File: src/rtl/uart_tx_fifo.sv
// UART transmitter with a FIFO_DEPTH-word TX FIFO. Serialiser parity and stop-bit mode
// are captured per frame. Bit timing comes from the baud_en strobe.
module uart_tx_fifo #(
    parameter int DATA_WIDTH = 8,
    parameter int FIFO_DEPTH = 16,
    localparam int LVL_W = $clog2(FIFO_DEPTH) + 1
) (
    input  logic                  clk,
    input  logic                  rst,
    input  logic                  baud_en,
    input  logic                  cfg_par_en,
    input  logic                  cfg_par_odd,
    input  logic                  cfg_stop2,
    input  logic                  wr_en,
    input  logic [DATA_WIDTH-1:0] wr_data,
    output logic                  fifo_full,
    output logic                  fifo_empty,
    output logic [LVL_W-1:0]      fifo_level,
    output logic                  wr_drop,
    output logic                  tx,
    output logic                  tx_busy,
    output logic                  frame_done
);

    localparam int PTR_W = $clog2(FIFO_DEPTH);
    localparam int CNT_W = $clog2(DATA_WIDTH);
    localparam logic [CNT_W-1:0] LAST_BIT = CNT_W'(DATA_WIDTH - 1);

    typedef enum logic [2:0] {S_IDLE, S_START, S_DATA, S_PARITY, S_STOP} state_t;

    logic [DATA_WIDTH-1:0] mem [FIFO_DEPTH];
    logic [PTR_W-1:0]      wr_ptr, rd_ptr;
    logic [LVL_W-1:0]      level_d;
    logic                  push, pop;
    logic [DATA_WIDTH-1:0] head;

    state_t                state, state_d;
    logic [DATA_WIDTH-1:0] shifter, shifter_d;
    logic [CNT_W-1:0]      bit_cnt, bit_cnt_d;
    logic                  par_en_q, par_en_d;
    logic                  par_bit, par_bit_d;
    logic                  stop2_q, stop2_d;
    logic                  stop_cnt, stop_cnt_d;
    logic                  tx_d, frame_done_d, load;

    // A full FIFO still accepts a write on the clock the serialiser pops.
    assign push = wr_en && (!fifo_full || pop);
    assign head = mem[rd_ptr];
    assign tx_busy = (state != S_IDLE);

    always_comb begin
        unique case ({push, pop})
            2'b10:   level_d = fifo_level + 1'b1;
            2'b01:   level_d = fifo_level - 1'b1;
            default: level_d = fifo_level;
        endcase
    end

    // NOTE: the storage array is deliberately not reset; pointers and level define validity.
    always_ff @(posedge clk) begin
        if (push) mem[wr_ptr] <= wr_data;
    end

    // NOTE: sequential state uses non-blocking assignments so every register samples pre-edge values.
    always_ff @(posedge clk) begin
        if (rst) begin
            wr_ptr     <= '0;
            rd_ptr     <= '0;
            fifo_level <= '0;
            fifo_empty <= 1'b1;
            fifo_full  <= 1'b0;
            wr_drop    <= 1'b0;
        end else begin
            if (push) wr_ptr <= wr_ptr + 1'b1;
            if (pop)  rd_ptr <= rd_ptr + 1'b1;
            fifo_level <= level_d;
            fifo_empty <= (level_d == '0);
            fifo_full  <= (level_d == LVL_W'(FIFO_DEPTH));
            wr_drop    <= wr_en && !push;
        end
    end

    always_ff @(posedge clk) begin
        if (rst) begin
            state      <= S_IDLE;
            shifter    <= '0;
            bit_cnt    <= '0;
            par_en_q   <= 1'b0;
            par_bit    <= 1'b0;
            stop2_q    <= 1'b0;
            stop_cnt   <= 1'b0;
            tx         <= 1'b1;
            frame_done <= 1'b0;
        end else begin
            state      <= state_d;
            shifter    <= shifter_d;
            bit_cnt    <= bit_cnt_d;
            par_en_q   <= par_en_d;
            par_bit    <= par_bit_d;
            stop2_q    <= stop2_d;
            stop_cnt   <= stop_cnt_d;
            tx         <= tx_d;
            frame_done <= frame_done_d;
        end
    end

    always_comb begin
        // NOTE: every next-value gets its current value first, so no path can infer a latch.
        state_d      = state;
        shifter_d    = shifter;
        bit_cnt_d    = bit_cnt;
        par_en_d     = par_en_q;
        par_bit_d    = par_bit;
        stop2_d      = stop2_q;
        stop_cnt_d   = stop_cnt;
        tx_d         = tx;
        frame_done_d = 1'b0;
        load         = 1'b0;
        pop          = 1'b0;

        if (baud_en) begin
            unique case (state)
                S_IDLE: load = !fifo_empty;
                S_START: begin
                    tx_d      = shifter[0];
                    shifter_d = shifter >> 1;
                    bit_cnt_d = '0;
                    state_d   = S_DATA;
                end
                S_DATA: begin
                    if (bit_cnt == LAST_BIT) begin
                        if (par_en_q) begin
                            tx_d    = par_bit;
                            state_d = S_PARITY;
                        end else begin
                            tx_d       = 1'b1;
                            stop_cnt_d = 1'b0;
                            state_d    = S_STOP;
                        end
                    end else begin
                        tx_d      = shifter[0];
                        shifter_d = shifter >> 1;
                        bit_cnt_d = bit_cnt + 1'b1;
                    end
                end
                S_PARITY: begin
                    tx_d       = 1'b1;
                    stop_cnt_d = 1'b0;
                    state_d    = S_STOP;
                end
                S_STOP: begin
                    if (stop2_q && !stop_cnt) begin
                        stop_cnt_d = 1'b1;
                    end else begin
                        frame_done_d = 1'b1;
                        load         = !fifo_empty;
                        if (fifo_empty) begin
                            tx_d    = 1'b1;
                            state_d = S_IDLE;
                        end
                    end
                end
                default: state_d = S_IDLE;
            endcase
        end

        // Frame configuration and parity are frozen at pop time.
        if (load) begin
            pop       = 1'b1;
            shifter_d = head;
            par_en_d  = cfg_par_en;
            stop2_d   = cfg_stop2;
            par_bit_d = (^head) ^ cfg_par_odd;
            tx_d      = 1'b0;
            state_d   = S_START;
        end
    end

endmodule

File: config.mk
export PLATFORM = sky130hd
export DESIGN_NAME = uart_tx_fifo
export DESIGN_NICKNAME = d
export VERILOG_FILES = /design/src/rtl/uart_tx_fifo.sv
export SDC_FILE = /design/constraint.sdc
export NUM_CORES = 1
export LEC_CHECK = 0
export CORE_MARGIN = 2
export CORE_UTILIZATION = 40
export CTS_BUF_LIST = sky130_fd_sc_hd__clkbuf_8
export DETAILED_ROUTE_END_ITERATION = 16
export GPL_TIMING_DRIVEN = 0
export PLACE_DENSITY_LB_ADDON = 0.1
export SYNTH_ARGS = -nofsm -noshare
export SYNTH_HDL_FRONTEND = slang
export SYNTH_SLANG_ARGS = --single-unit
File: constraint.sdc
create_clock -name clk -period 4.55 [get_ports clk]
set_input_delay 1.1375 -clock clk [delete_from_list [all_inputs] [get_ports clk]]
set_output_delay 1.1375 -clock clk [all_outputs]
set_load 0.05 [all_outputs]
==> results.toml <==
[clock_tree]
clock_sinks = 168
post_cts_buffers = 0
cts-resized-gates = 0
holdBufCountCts = 0
cts_buffer_depth = 2
clkLatencyLatePin_ns = 0.45
cts.htree.levels = 4
clkTransAtPathRegs_ns = 0.08
cts_tree = "yes"
cts_buffers = 17
root_buffer = "clkbuf_8"

[die]
core_area_sq_um = 17200
rows = 48
start_util_pct = 40.5
ios = 26
dieArea_sq_um = 18500
die_h_um = 136
die_w_um = 136

[route]
highest-signal-layer = "met4"
dr_total_vias = 3756
drt-total-wl_mm = 14.6
first_iter_violations = 265
vias_per_cell = 5.20
final_antenna_net_count = 0
drc = 0
wl_per_cell_um = 20.2
wl_met2_mm = 7.26
drtPass1Iterations = 5
met1Wirelength_mm = 6.41
met3RoutedLength_um = 621

[synth]
synth_xor_xnor_area_share_pct = 2.84
yosysUniqueCellTypes = 45
syn-num-nets = 465
ys.flop_type = "edfxtp_1"
ys_seq_area_share_pct = 66.7
synth_top_family_by_area = "multiplexers"
synthAdderAreaFrac_pct = 1.80
synth_top_area_share_pct = 55.2
synthCells = 440
yosysTopAreaCell = "edfxtp_1"
syn_avg_cell_area_sq_um = 15.8
synth_warnings = 0
post_synth_mux_area_share_pct = 14.0
syn-cell-area_sq_um = 6960
synthTopCellsByArea = "edfxtp_1 55%, dfxtp_1 12%, mux4_1 6.8%, mux4_2 5.8%, nor2_1 2.7%"
synth_compound_area_share_pct = 4.08
ys_ff_latch = 168
synth_edf_count = 128
async_flop_share_pct = 0
synth_simple_gate_area_share_pct = 7.69

[critical_path]
startpoint = "baud_en"
regToRegSetupSlack_ns = 0.82
r2r_start = "state[0]"
end_kind = "register"
worst-setup-path-type = "input port to register"
crit_path_max_fanout = 9
cp-endpoint = "fifo_empty"
start_kind = "input port"
crit_arrival_ns = 4.55
rr_worst_depth = 17
worstReg2RegEnd = "fifo_empty"
critPathRequiredTime_ns = 4.92

[global_route]
grt_antenna_before_repair = 0
grt.total_usage_pct = 17.2
grt_pass1_vias = 3764
grt_first_pass_wirelength_mm = 22.4
grt_max_degree = 17
grt_remaining_overflow = 0

[timing]
hold_ws_ns = 0.475
tightest_slew_ns = 1.26
min_period_over_period_pct = 91.8
fmax_ghz = 0.239
period_minus_slack_ns = 4.18
drv_slew = 0
setup_viol = 0
finalHoldViolations = 0
timing.final.ws_setup_ns = 0.373
maxSlewHeadroom_pct = 15.6
clock_skew_ns = 0.0103
rsz0062_at_grt = "false"
finalSetupTns_ns = 0

[power]
leakage_nw = 2.65
power.density_nw_per_um2 = 469
intPower_mw = 2.71
clockPowerShare_pct = 30.7
power_frac_comb_pct = 21.9
peakVddDrop_mv = 0.264
switching_power_mw = 1.02
sw_frac_of_total_pct = 27.5
sequentialPowerShare_pct = 47.4

[cells_and_area]
mostFrequentLayoutCell = "edfxtp_1"
final_cell_mix = "128 x edfxtp_1, 51 x nor2_1, 40 x dfxtp_1"
drive_above_1_share_pct = 13.7
fin_cells = 722
fin_util_pct = 46.3
num-nets-final = 510
syn_to_final_growth_pct = 14.3
n_antenna_cell = 0

[place]
gp_congestion = 0.798
post-place-cells = 691
io_buffers = 24
dp_hpwl_mm = 9.52
dp_slack_ns = -0.0477

[run]
max-cap-violations = 0

[outcome]
status = "finished, final reports clean"

[min_path]
hp-class = "register to register"
## area by class of cell
class,instances,area [sq um]
buffer,26,165
clock buffer,17,234
clock inverter,14,199
fill,1558,9220
inverter,10,37.5
multi-input combinational,236,2130
sequential,168,4640
tap,225,282
timing repair buffer,26,263
## worst min path at each step
stage	endpoint	from	depth (start not counted)
2_1_floorplan	shifter[7]	shifter[7]	2
3_3_place_gp	par_en_q	par_en_q	2
3_5_place_dp	shifter[7]	shifter[7]	2
4_1_cts	shifter[7]	shifter[7]	2
5_1_grt	shifter[7]	shifter[7]	2
6_report	shifter[7]	shifter[7]	2
## stage by stage
stage | total power, mW | area (sq um)
after detailed placement | 2.63 | 7530
after CTS | 3.77 | 7960
after global placement | 2.62 | 7480
final | 3.73 | 7960
after global routing | 3.91 | 7960
after floorplan | 2.40 | 6960
## routing by layer
metal / vias up / global-route usage [%]
li1: 1779 / -
met1: 1875 / 22.1
met2: 89 / 28.3
met3: 13 / 4.40
met4: 0 / 6.13
met5: - / 0
## sequential cells by signal, summed over array words and instances (netlist names), named ones only
name and flops:
wr_drop 1, bit_cnt 3, par_en_q 1, fifo_full 1, par_bit 1, frame_done 1, stop2_q 1, tx 1
stop_cnt 1, shifter 8, rd_ptr 4, wr_ptr 4, fifo_empty 1, mem 128, fifo_level 5, state 3
## Yosys cell counts (4+ instances only)
cell type / count
ha_1: 10
a21oi_1: 17
xor2_1: 7
o21ai_0: 6
mux2i_1: 6
inv_1: 9
a211oi_1: 8
nand2b_1: 4
clkbuf_1: 14
nor2b_1: 5
nand3_1: 8
nor3_1: 10
nand4_1: 4
mux4_2: 18
dfxtp_1: 40
a22oi_1: 5
edfxtp_1: 128
nor2_1: 51
mux4_1: 18
nand2_1: 25
xnor2_1: 6
## cell families after synthesis
| family | after synthesis |
|---|---|
| simple gates | 119 |
| mux | 45 |
| compound gates | 45 |
| xor+xnor | 17 |
| flops | 168 |
| fa+ha+maj | 10 |
| buf+inv | 36 |
## power by group through the flow
stage | Sequential, mW | Combinational (mW) | Clock (mW)
floorplan | 1.86 | 0.541 | 0
detailed placement | 1.80 | 0.822 | 0
global placement | 1.80 | 0.813 | 0
finish | 1.77 | 0.818 | 1.14
global route | 1.78 | 0.890 | 1.24
CTS | 1.77 | 0.828 | 1.17
## worst max-delay path, cell delays in order
cell and delay [ns]:
clkdlybuf4s50_1 0.59, nand2_1 0.08, a211o_1 0.28, buf_6 0.14
a21boi_1 0.53, inv_1 0.15, ha_1 0.30, xor2_1 0.18
ha_1 0.22, o31ai_1 0.21, a32oi_1 0.08, o21a_1 0.18
nor2_1 0.11, xnor2_1 0.16, nor2_1 0.08, a21oi_1 0.13
(Power assumes the default switching activity.)
==> variant, RTL diff (same settings) <==
`FIFO_DEPTH`: 16 -> 32.
--- a/src/rtl/uart_tx_fifo.sv
+++ b/src/rtl/uart_tx_fifo.sv
@@ -2,7 +2,7 @@
 // are captured per frame. Bit timing comes from the baud_en strobe.
 module uart_tx_fifo #(
     parameter int DATA_WIDTH = 8,
-    parameter int FIFO_DEPTH = 16,
+    parameter int FIFO_DEPTH = 32,
     localparam int LVL_W = $clog2(FIFO_DEPTH) + 1
 ) (
     input  logic                  clk,
Ports: changed (resized fifo_level); port bits go from 26 to 27. The function was not compared with the original's and may differ.
==> variant against the unedited design <==
- clock power rose by 81%
- global-route usage rose by 1.8 points
- setup slack got worse by 62 ps
- via count rose by 77%
- synthesized area rose by 76%
- design area rose by 74%
- total power rose by 67%
- routed wire length rose by 100%
- die area rose by 73%
- first-iteration DRC count rose by 90%
- sequential cell count rose by 132
- largest cell class unchanged
- largest power group unchanged
==> variant: results (changes against the unedited design) <==
The flow ran to the end, and the final reports show no timing, DRC or antenna violations. The number of buffers added by the clock tree synthesis step is 50 (+33), and the count of different cell masters after synthesis is 56 (+24%). The clock transition at the registers of the reported paths was 60 ps (-20 ps); the met3 capacity usage during global routing was 0.03859 (-0.005405). Power share of the sequential group: 0.501 (+0.027). The run gives 749 (+61%) as the net count after synthesis. The met3 layer wire length in the routed design was 1.504 mm (+140%); the smallest hold slack was 480.6 ps (+5.279 ps). For the detailed router's first-iteration violation count, the log shows 504 (+90%). The global routing usage summed across all routing layers came out at 0.1898 (+0.01826). The maximum number of pins on one net before global-route repair was 33 (+16); the routability congestion estimate from global placement was 0.8425 (+5.6%). The run gives 724 (+65%) as the cell count after synthesis. For the final cell count without fillers, the log shows 1230 (+70%). Average wire length per cell after detail routing: 23.74 µm (+18%). Grouping stages by cell kind, the critical path spends the most delay in buffers and inverters.

Yosys attributes the largest share of cell area to sky130_fd_sc_hd__edfxtp_1 (63%), sky130_fd_sc_hd__mux4_2 (11%), sky130_fd_sc_hd__dfxtp_1 (7.2%). The total vias in the final route was 6637 (+77%). The final period demand of the worst path is 4239 ps (+61.83 ps).

The worst-skew pair later-pin latency is 570 ps (+120 ps), and the largest voltage drop on the vdd net is 200.8 µV (-24%). The largest registers in the layout are mem: 256 flops, shifter: 8 flops, fifo_level: 6 flops. The static leakage was 4.409 nW (+67%). The switching share of power was 0.2720 (-0.002540); the count of buffers inserted at the top-level ports was 25 (+4.2%).

The final-stage net count is 825 (+62%), and the placed wire-length estimate is 19.04 mm (+100%). Count of placed standard cells including taps: 1145 (+66%). The logs give 0.08081 (-0.07546) for the worst slew margin relative to its limit and 6823 (+81%) for the via count of the first global-routing pass. The run gives 0.3232 (+0.04041) as the met2 demand-to-capacity share in global routing.

The fraction of layout instances using a drive strength above 1 is 0.1787 (+0.04184). The first-pass GRT wire length was 43.41 mm (+94%). The maximum buffer depth of the clock tree is 3 (+1), and the post-detailed-placement cell area is 12970 µm² (+72%). By count the netlist is led by sky130_fd_sc_hd__edfxtp_1 (256), sky130_fd_sc_hd__nor2_1 (84), sky130_fd_sc_hd__mux4_2 (58), sky130_fd_sc_hd__dfxtp_1 (44), sky130_fd_sc_hd__nand2_1 (26). The setup skew after layout is 18.56 ps (+8.246 ps).

The path with the worst hold slack has its endpoint at stop2_q. The run gives 14.57 mm (+100%) as the met2 wire length. The setup slack of the most critical reg-to-reg path is 880 ps (+60 ps), and the number of H-tree levels is 2 (-2). Number of cells traversed by the worst register-to-register path: 15 (-2). The worst hold path begins at stop2_q.

The final-layout fill cell count was 2665 (+71%). The met1 layer usage reported by global route is 0.2469 (+0.02631), and the reported clock group power is 2.06 mW (+81%).
-- variant: area by class of cell --
| type | count | area share |
|---|---|---|
| sequential | 300 | 0.6197 |
| multi-input combinational | 372 | 0.2450 |
| clock buffer | 51 | 0.05077 |
| tap | 396 | 0.03584 |
| timing repair buffer | 25 | 0.01810 |
| buffer | 40 | 0.01738 |
| clock inverter | 35 | 0.01023 |
| inverter | 11 | 0.002986 |
-- variant: timing repair --
| action | in CTS | in global routing |
|---|---|---|
| endpoints found under the setup margin | 1 | 2 |
| resized for setup | 0 | 2 |
| hold buffers | 0 | 0 |
| cloned | 0 | 0 |
-- variant: cells by family after synthesis --
logic type	count (synthesis)	share of synthesized area
xor+xnor	22	0.01688
flops	300	0.7006
compound gates	75	0.04379
fa+ha+maj	10	0.01023
simple gates	176	0.06865
buf+inv	52	0.02333
mux	89	0.1365
-- variant: metrics by stage --
step	power, mW	util
floorplan	3.898	-
global placement	4.203	0.4275
detailed placement	4.226	0.4275
CTS	6.291	0.4552
global route	6.481	0.4556
finish	6.221	0.4556
